[src/rtl/cla_adder_pipe.sv]
// Pipelined carry-lookahead adder/subtractor: one lookahead group of BLOCK bits per register stage.
// Optional macro CLA_PIPE_SAT_EN adds signed saturation of the sum in the last stage.
module cla_adder_pipe #(
    parameter int WIDTH = 16,
    parameter int BLOCK = 4
) (
    input  logic             clk,
    input  logic             rst,
    input  logic             in_valid,
    output logic             in_ready,
    input  logic [WIDTH-1:0] a,
    input  logic [WIDTH-1:0] b,
    input  logic             c_in,
    input  logic             sub,
    output logic             out_valid,
    input  logic             out_ready,
    output logic [WIDTH-1:0] sum,
    output logic             c_out,
    output logic             ovf
);

    localparam int NBLK = WIDTH / BLOCK;

    if (BLOCK < 1 || BLOCK > WIDTH || (WIDTH % BLOCK) != 0) begin : g_param_check
        $error("cla_adder_pipe: WIDTH must be a multiple of BLOCK and BLOCK within 1..WIDTH");
    end

    // Handshake: a beat moves on a side when valid & ready are both high on a rising edge.
    // The whole pipeline advances together; it freezes only when a result is held (out_valid & ~out_ready).
    logic adv;
    assign adv       = ~(out_valid & ~out_ready);
    assign in_ready  = adv;

    logic [WIDTH-1:0] b_eff;
    logic             cin_eff;
    assign b_eff   = sub ? ~b : b;
    assign cin_eff = sub | c_in;

    // x word: finished sum bits below the current group, untouched A bits above it.
    // y word: remaining effective-B bits, right-aligned so the current group sits at [BLOCK-1:0].
    logic [WIDTH-1:0] x_d [NBLK];
    logic [WIDTH-1:0] x_q [NBLK];
    logic [WIDTH-1:0] y_d [NBLK];
    logic [WIDTH-1:0] y_q [NBLK];
    logic             c_d [NBLK];
    logic             c_q [NBLK];
    logic             v_q [NBLK];
    logic             ovf_d;
    logic             ovf_q;

    function automatic logic [BLOCK:0] group_carries(
        input logic [BLOCK-1:0] g,
        input logic [BLOCK-1:0] p,
        input logic             ci
    );
        logic [BLOCK:0] c;
        logic           run;
        c    = '0;
        run  = 1'b1;
        c[0] = ci;
        for (int j = 1; j <= BLOCK; j++) begin
            run  = 1'b1;
            c[j] = 1'b0;
            for (int m = j - 1; m >= 0; m--) begin
                c[j] = c[j] | (run & g[m]);
                run  = run & p[m];
            end
            c[j] = c[j] | (run & ci);
        end
        return c;
    endfunction

    for (genvar k = 0; k < NBLK; k++) begin : g_stage
        localparam int LO = k * BLOCK;

        logic [WIDTH-1:0] xi;
        logic [WIDTH-1:0] yi;
        logic             ci;
        logic [BLOCK-1:0] g;
        logic [BLOCK-1:0] p;
        logic [BLOCK:0]   c;
        logic [WIDTH-1:0] xn;

        if (k == 0) begin : g_head
            assign xi = a;
            assign yi = b_eff;
            assign ci = cin_eff;
        end else begin : g_body
            assign xi = x_q[k-1];
            assign yi = y_q[k-1];
            assign ci = c_q[k-1];
        end

        assign g = xi[LO +: BLOCK] & yi[BLOCK-1:0];
        assign p = xi[LO +: BLOCK] ^ yi[BLOCK-1:0];
        assign c = group_carries(g, p, ci);

        assign y_d[k] = yi >> BLOCK;
        assign c_d[k] = c[BLOCK];
        assign x_d[k] = xn;

        if (k == NBLK - 1) begin : g_last
            assign ovf_d = c[BLOCK] ^ c[BLOCK-1];
`ifdef CLA_PIPE_SAT_EN
            // On overflow both effective MSBs agree; A's MSB picks the saturation direction.
            always_comb begin
                xn               = xi;
                xn[LO +: BLOCK]  = p ^ c[BLOCK-1:0];
                if (ovf_d) begin
                    xn = {xi[WIDTH-1], {(WIDTH-1){~xi[WIDTH-1]}}};
                end
            end
`else
            always_comb begin
                xn              = xi;
                xn[LO +: BLOCK] = p ^ c[BLOCK-1:0];
            end
`endif
        end else begin : g_mid
            always_comb begin
                xn              = xi;
                xn[LO +: BLOCK] = p ^ c[BLOCK-1:0];
            end
        end
    end

    always_ff @(posedge clk or posedge rst) begin
        if (rst) begin
            for (int k = 0; k < NBLK; k++) begin
                x_q[k] <= '0;
                y_q[k] <= '0;
                c_q[k] <= 1'b0;
                v_q[k] <= 1'b0;
            end
            ovf_q <= 1'b0;
        end else if (adv) begin
            for (int k = 0; k < NBLK; k++) begin
                x_q[k] <= x_d[k];
                y_q[k] <= y_d[k];
                c_q[k] <= c_d[k];
            end
            v_q[0] <= in_valid;
            for (int k = 1; k < NBLK; k++) begin
                v_q[k] <= v_q[k-1];
            end
            ovf_q <= ovf_d;
        end
    end

    assign out_valid = v_q[NBLK-1];
    assign sum       = x_q[NBLK-1];
    assign c_out     = c_q[NBLK-1];
    assign ovf       = ovf_q;

endmodule

[config.mk]
export PLATFORM = sky130hd
export DESIGN_NAME = cla_adder_pipe
export DESIGN_NICKNAME = d
export VERILOG_FILES = /design/src/rtl/cla_adder_pipe.sv
export SDC_FILE = /design/constraint.sdc
export NUM_CORES = 1
export LEC_CHECK = 0
export ABC_AREA = 1
export CORE_MARGIN = 2
export CORE_UTILIZATION = 33
export DETAILED_ROUTE_END_ITERATION = 8
export PLACE_DENSITY = 0.62
export SKIP_CTS_REPAIR_TIMING = 1
export SYNTH_ARGS = -nofsm -noshare
export SYNTH_HDL_FRONTEND = slang
export SYNTH_SLANG_ARGS = --single-unit
[constraint.sdc]
create_clock -name clk -period 4.8 [get_ports clk]
set_input_delay 0.72 -clock clk [delete_from_list [all_inputs] [get_ports clk]]
set_output_delay 0.72 -clock clk [all_outputs]
set_load 0.03 [all_outputs]
### Yosys cells after proc, flatten, opt, wreduce, memory -nomap -nowiden

Index checks and enable logic that the tools add are counted.

* $add $sub $neg: 0
* multipliers: 0
* div/mod/pow operators: 0
* order comparisons: 0
* equal/unequal tests: 0
* shift-type cells: 0
* multiplexer cells: 1
* bitwise gates (word level): 122
* reductions and logical operators: 0

Operators by type and width (count)
* $and 1x1->1: 65
* $or 1x1->1: 41
* $xor 4x4->4: 8
* $and 4x4->4: 4
* $mux 16: 1
* $not 16->16: 1
* $not 1->1: 2
* $xor 1x1->1: 1

* register bits after elaboration: 97
* bits in latches: 0
* memory bits (writable): 0
* ROM bits: 0
* bits of input ports: 38
* output and inout bits: 20
* word-level logic and storage cells: 139
* memories: 0

### Logic depth before layout (Yosys ltp)

Gate-level depths: netlist of run 1.

* word-level depth: 8
* mapped depth: 12
* mapped depth without buffers: 10

### Worst setup path before layout of run 1

No wires, ideal clock.

* path type: in2reg
* start point: input sub
* end point: register x_q, in the netlist g_stage[1].xi[3]
* setup time: 0.117 ns
* data arrival time: 1.998 ns
* data required time: 4.683 ns
* slack: 2.685 ns
* stages on the path: 12
* path buffers: 2
* path through: buf_6 -> buf_6 -> xnor2_1 -> inv_1 -> ha_1 -> inv_1 -> nor2_1 -> nand2_1 -> nand3_1 -> nand2_1 -> nand3_1 -> nand2_1

* longest elaborated chain between the ends: 7
* elaborated cells between the ends (all ways): 13
* classes of those cells: mux (1); bitwise (12)

Ends and longest elaborated chain
* from (decl): RTL line 14 `input logic sub,`
* $mux 16: RTL line 36 `assign b_eff = sub ? ~b : b;`
* $xor 4x4->4 or $and 4x4->4 (tied branches): RTL line 95, 94
* $and 1x1->1, on equally long branches: RTL line 65, 66
* $or 1x1->1 (tied with other cells): RTL line 65 `c[j] = c[j] | (run & g[m]);`
* $or 1x1->1 or $and 1x1->1 (tied branches): RTL line 65, 68
* $or 1x1->1: RTL line 68 `c[j] = c[j] | (run & ci);`
* $xor 4x4->4 (*): RTL line 122 `xn[LO +: BLOCK] = p ^ c[BLOCK-1:0];`
* to (signal, indexed assignment): RTL line 138 `x_q[k] <= x_d[k];`
* to (decl): RTL line 42 `logic [WIDTH-1:0] x_q [NBLK];`

Mark *: on every way between the ends. The rest lies on a longest branch, timed or not.
A chain may end at the register's enable or synchronous reset.

### Final worst setup path of run 1

* start point: input out_ready
* end point: output in_ready

* longest elaborated chain between the ends: 3

Ends and longest elaborated chain
* from (decl): RTL line 16 `input logic out_ready,`
* $not 1->1: RTL line 31 `assign adv = ~(out_valid & ~out_ready);`
* $and 1x1->1: RTL line 31
* $not 1->1: RTL line 31
* to (decl): RTL line 10 `output logic in_ready,`

Every way passes these cells.

==> results of run 1 <==
[cell families (layout without fill, tap and decap cells)]
family | Yosys count | count (layout)
compound gates | 47 | 47
simple gates | 283 | 283
xor+xnor | 21 | 21
buf+inv | 51 | 105
fa+ha+maj | 22 | 22
flops | 97 | 97
[power by group]
group	switching, mW	internal (mW)	total [mW]
sequential	0.204	1.18	1.39
clock	0.283	0.456	0.739
combinational	0.870	0.576	1.45
[worst register-to-register path, stage by stage, from the launching register on]
cell and delay, ns:
dfrtp_1 0.34, inv_1 0.06, nor2_4 0.09, buf_4 0.75
o21ai_0 0.30
[layout make-up]
| class | count | area [µm²] | area share, % |
|---|---|---|---|
| sequential | 97 | 2430 | 43.8 |
| multi-input combinational | 373 | 1870 | 33.8 |
| inverter | 28 | 108 | 1.94 |
| timing repair buffer | 61 | 601 | 10.8 |
| tap | 180 | 225 | 4.07 |
| clock inverter | 3 | 65.1 | 1.17 |
| clock buffer | 13 | 240 | 4.34 |
[sequential cells by signal, indices dropped and copies added, names as in the netlist]
signal	count
out_valid	1
g_stage.yi	24
sum	16
g_stage.xi	48
g_stage.ci	3
c_out	1
ovf	1
v_q	3
[per-stage QoR]
stage               instance area [µm²]  hold WS (ns)  setup slack [ns]  std cells
detailed placement                 5230         0.452              2.10        739
floorplan                          4580         0.420              1.55        521
global route                       5540         0.485              2.07        755
global placement                   5230         0.429              2.09        739
CTS                                5540         0.471              2.09        755
finish                             5540         0.465              2.11        755
[path summary, 6_finish.rpt]
path | endpoint | slack [ns]
setup / recovery | in_ready | 2.11
hold / removal | out_valid | 0.46
setup reg to reg | sum[5] | 3.08
hold reg to reg | out_valid | 0.46
max in group asynchronous | g_stage[1].yi[5] | 2.98
min in group asynchronous | sum[15] | 0.87
[layer usage]
layer,global-route usage (%),wire length [µm],share of wire (%),vias up
li1,-,-,-,1736
met1,15.7,4180,48,1575
met2,21.1,3940,46,58
met3,2.48,319,3.7,12
met4,5.53,183,2.1,0
met5,0,0,0,-
[Yosys cell counts, types with 5 or more instances]
library cell / number / area [µm²]
xnor2_1: 16 / 140
inv_1: 27 / 101
nand2_1: 240 / 901
dfrtp_1: 97 / 2430
o21ai_1: 7 / 35.0
buf_4: 14 / 105
nor2_1: 10 / 37.5
xor2_1: 5 / 43.8
buf_6: 5 / 56.3
nand3_1: 20 / 100
o21ai_0: 26 / 130
ha_1: 18 / 225
nand4_1: 5 / 31.3
a21oi_1: 11 / 55.1
==> flow_summary.json, run 1 <==
{
  "rsz0062_at_grt": "no",
  "power_density_nw_per_um2": 645,
  "irDropWorstVdd_mv": 0.200,
  "ys_ff_latch": 97,
  "routed_wl_mm": 8.61,
  "synth.avg_cell_area_um2": 8.80,
  "crit_fanout": 2,
  "fin_crit_ns": 2.69,
  "cts_sinks": 97,
  "synthMuxAreaShare_pct": 0,
  "diodes": 0,
  "post-route-drc-count": 0,
  "tns_ns": 0,
  "worstReg2RegStart": "out_valid",
  "min_from": "v_q[1]",
  "syn_nets": 581,
  "first_pass_iters": 4,
  "ctsRootBufferMaster": "clkbuf_16",
  "synth.cell_area_um2": 4580,
  "path_buf_inv": 3,
  "critPathSlowestCell": "clkdlybuf4s50_1",
  "skew_ns": 0.00313,
  "drt_iter0_drc": 168,
  "total_power_mw": 3.57,
  "worstPathArrival_ns": 1.97,
  "synthAdderAreaFrac_pct": 6.66,
  "power.leakage_nw": 2.73,
  "synth_edf_count": 0,
  "cp.depth": 4,
  "routabilityCongestion": 0.823,
  "grt_pass1_wl_mm": 15.1,
  "dpl.hpwl_mm": 5.75,
  "yosysUniqueCellTypes": 24,
  "start_util_pct": 33.4,
  "synth_top_family_by_area": "simple AND/OR/NAND/NOR gates",
  "grtUsageTotal_pct": 12.5,
  "syn_inst": 521,
  "h-tree-depth": 3,
  "crit_chain": "clkdlybuf4s50_1 > nor2_4 > inv_2 > clkdlybuf4s50_1",
  "crit_required_ns": 4.08,
  "ff2ff_path_depth": 4,
  "antenna_found_initial": 0,
  "grt_pass1_vias": 3423,
  "clk_pin_slew_ns": 0.06,
  "worst_pin_slew_ns": 1.05,
  "synthFlopType": "dfrtp_1",
  "layout-drive-gt1-share_pct": 3.83,
  "max-cap-violations": 0,
  "nFillCells": 1361,
  "synth_compound_area_share_pct": 5.35,
  "fp.dieH_um": 122,
  "mostFrequentLayoutCell": "nand2_1",
  "setup.worst_path.start": "out_ready",
  "hold_viol": 0,
  "core-area_um2": 13700,
  "die_w_um": 122,
  "portBuffers": 57,
  "num-nets-final": 630,
  "vias": 3381,
  "cts.path.max_buffers": 2,
  "syn2layout_area_growth_pct": 20.8,
  "ant_nets": 0,
  "fmax_mhz": 371,
  "via_per_inst": 4.48,
  "cts_buffers": 9,
  "clk_latency_ns": 0.34,
  "wl_per_cell_um": 11.4,
  "final_cell_mix": "nand2_1, dfrtp_1, clkdlybuf4s50_1",
  "status": "finished, final reports clean",
  "crit_family": "buffers and inverters",
  "core.rowCount": 43,
  "synth_xor_area_share_pct": 4.01,
  "whs_path_depth": 2,
  "utilization_pct": 40.4,
  "grt.overflow.total": 0,
  "synth-simple-area-share_pct": 24.8,
  "cp_common_cell": "clkdlybuf4s50_1",
  "ys_warn_count": 0,
  "async_reset_ff_share_pct": 100,
  "ios": 58,
  "critPathKind": "primary input to output port",
  "cts_tree": "built",
  "hold_class": "register to register",
  "slew_headroom_pct": 30.3,
  "finalMaxSlewViolations": 0,
  "period_share_pct": 56.1,
  "seq_area_frac_synth_pct": 52.9,
  "setup_viol": 0,
  "die_area_um2": 14900,
  "grt_max_degree": 111,
  "end_kind": "output port",
  "critPathMaxStageDelay_ns": 0.65,
  "worstSetupStartpointType": "primary input"
}
Note: power is estimated with default switching activity, not from simulation.
==> inputs of run 2 (changes only) <==
--- a/config.mk
+++ b/config.mk
@@ -9,7 +9,7 @@
 export CORE_MARGIN = 2
 export CORE_UTILIZATION = 33
 export DETAILED_ROUTE_END_ITERATION = 8
-export PLACE_DENSITY = 0.62
+export PLACE_DENSITY = 0.64
 export SKIP_CTS_REPAIR_TIMING = 1
 export SYNTH_ARGS = -nofsm -noshare
 export SYNTH_HDL_FRONTEND = slang
==> constraint.sdc (replaced) <==
create_clock -name clk -period 2.45 [get_ports clk]
set_input_delay 0.3675 -clock clk [delete_from_list [all_inputs] [get_ports clk]]
set_output_delay 0.3675 -clock clk [all_outputs]
set_load 0.03 [all_outputs]
==> run 2 against run 1 <==
Compared with the run above:
- clock power up 88%
- flip-flop and latch count unchanged
- largest power group unchanged
- routed wire length up 3.1%
- register-to-register slack worse by 2.1 ns
- via count up 0.80%
- clock skew up 0.0045 ns
- count of clock-buffer cells in the layout down 2
- sequential share of layout area down 0.28 points
- final cell count up 0.13%
- first-iteration DRC count up 21%
- critical path depth up 7
==> flow_summary.json, run 2 (synthesis gave the netlist of run 1 again) <==
{
  "timing.hold.ws_ns": 0.451,
  "crit_end": "g_stage[1].xi[3]",
  "clk_latency_ns": 0.34,
  "core.rowCount": 43,
  "max-cap-violations": 0,
  "fmax_mhz": 511,
  "rsz0062_at_grt": "no",
  "grtUsageTotal_pct": 12.8,
  "cts_buffers": 9,
  "start_util_pct": 33.4,
  "status": "finished, final reports clean",
  "die_area_um2": 14900,
  "grt_pass1_wl_mm": 15.3,
  "core-area_um2": 13700,
  "portBuffers": 57,
  "vias": 3408,
  "setup.worst_path.start": "sub",
  "regToRegEndpoint": "ovf",
  "die_w_um": 122,
  "grt_pass1_vias": 3469,
  "ctsRootBufferMaster": "clkbuf_16",
  "setup_viol": 0,
  "fin_crit_ns": 1.96,
  "crit_fanout": 5,
  "h-tree-depth": 3,
  "fp.dieH_um": 122,
  "post-route-drc-count": 0,
  "clk_pin_slew_ns": 0.07,
  "routabilityCongestion": 0.788,
  "grt.overflow.total": 0,
  "slew_headroom_pct": 66.0,
  "period_share_pct": 79.9,
  "mostFrequentLayoutCell": "nand2_1",
  "cts_sinks": 97,
  "end_kind": "register",
  "power_density_nw_per_um2": 1250,
  "hold_class": "register to register",
  "worstSetupStartpointType": "primary input",
  "num-nets-final": 631,
  "first_pass_iters": 4,
  "r2r_slack_ns": 0.99,
  "worstPathArrival_ns": 2.19,
  "worst_pin_slew_ns": 0.510,
  "skew_ns": 0.00766,
  "syn2layout_area_growth_pct": 21.6,
  "critPathKind": "primary input to register",
  "antenna_found_initial": 0,
  "hold_viol": 0,
  "cts.path.max_buffers": 2,
  "largest_reg_flops": 48,
  "ios": 58,
  "cts_tree": "built",
  "drt_iter0_drc": 204,
  "irDropWorstVdd_mv": 0.376,
  "power.leakage_nw": 2.75,
  "diodes": 0,
  "tns_ns": 0,
  "dpl_worst_slack_ns": 0.124,
  "dpl.hpwl_mm": 5.98,
  "worst_slack_ns": 0.493,
  "crit_required_ns": 2.69,
  "layout-drive-gt1-share_pct": 4.69,
  "ff2ff_path_depth": 8,
  "final_cell_mix": "nand2_1, dfrtp_1, clkdlybuf4s50_1",
  "grt_max_degree": 111,
  "routed_wl_mm": 8.88,
  "worstReg2RegStart": "g_stage[3].yi[2]",
  "ant_nets": 0,
  "wl_per_cell_um": 11.7,
  "via_per_inst": 4.51,
  "finalMaxSlewViolations": 0
}
## run 2: per-stage QoR
stage / instance area (µm²) / power [mW] / cells / util (%)
after floorplan: 4590 / 4.82 / 521 / -
after global placement: 5280 / 5.51 / 740 / 38.5
after detailed placement: 5280 / 5.65 / 740 / 38.5
after CTS: 5570 / 7.08 / 756 / 40.6
after global routing: 5570 / 7.59 / 756 / 40.6
final: 5570 / 6.99 / 756 / 40.6
## run 2: worst min-delay path by stage
stage                            startpoint                 to  slack, ns  cells after the start
after floorplan                      v_q[1]          out_valid       0.42                      2
after global placement               v_q[1]          out_valid       0.43                      2
after detailed placement             v_q[1]          out_valid       0.44                      2
after CTS                            v_q[1]          out_valid       0.45                      2
after global routing      g_stage[1].xi[15]  g_stage[2].xi[15]       0.50                      2
final                                v_q[1]          out_valid       0.45                      2
## run 2: critical path: stages
cell and delay [ns]:
clkdlybuf4s50_1 0.52, xnor2_1 0.35, inv_1 0.14, ha_1 0.32, inv_1 0.05, nor2_1 0.09, nand2_1 0.08, nand3_1 0.08
nand2_1 0.07, nand3_1 0.07, nand2_1 0.05
## run 2: layout make-up
type                       count  area (µm²)
inverter                      28         109
clock inverter                 5        53.8
sequential                    97        2430
fill                        1384        8150
clock buffer                  11         243
multi-input combinational    373        1870
tap                          180         225
timing repair buffer          62         643
## run 2: power breakdown
group | leakage, nW | total [mW] | switching, mW | internal, mW
Sequential | 1.17 | 2.71 | 0.396 | 2.31
Clock | 0.150 | 1.39 | 0.575 | 0.817
Combinational | 1.42 | 2.88 | 1.74 | 1.15
## run 2: routing by layer
layer | vias to the layer above | track usage (%) | share of wire (%)
li1 | 1735 | - | -
met1 | 1579 | 16.0 | 47
met2 | 72 | 21.1 | 47
met3 | 22 | 1.78 | 3.4
met4 | 0 | 7.69 | 3.2
met5 | - | 0 | 0
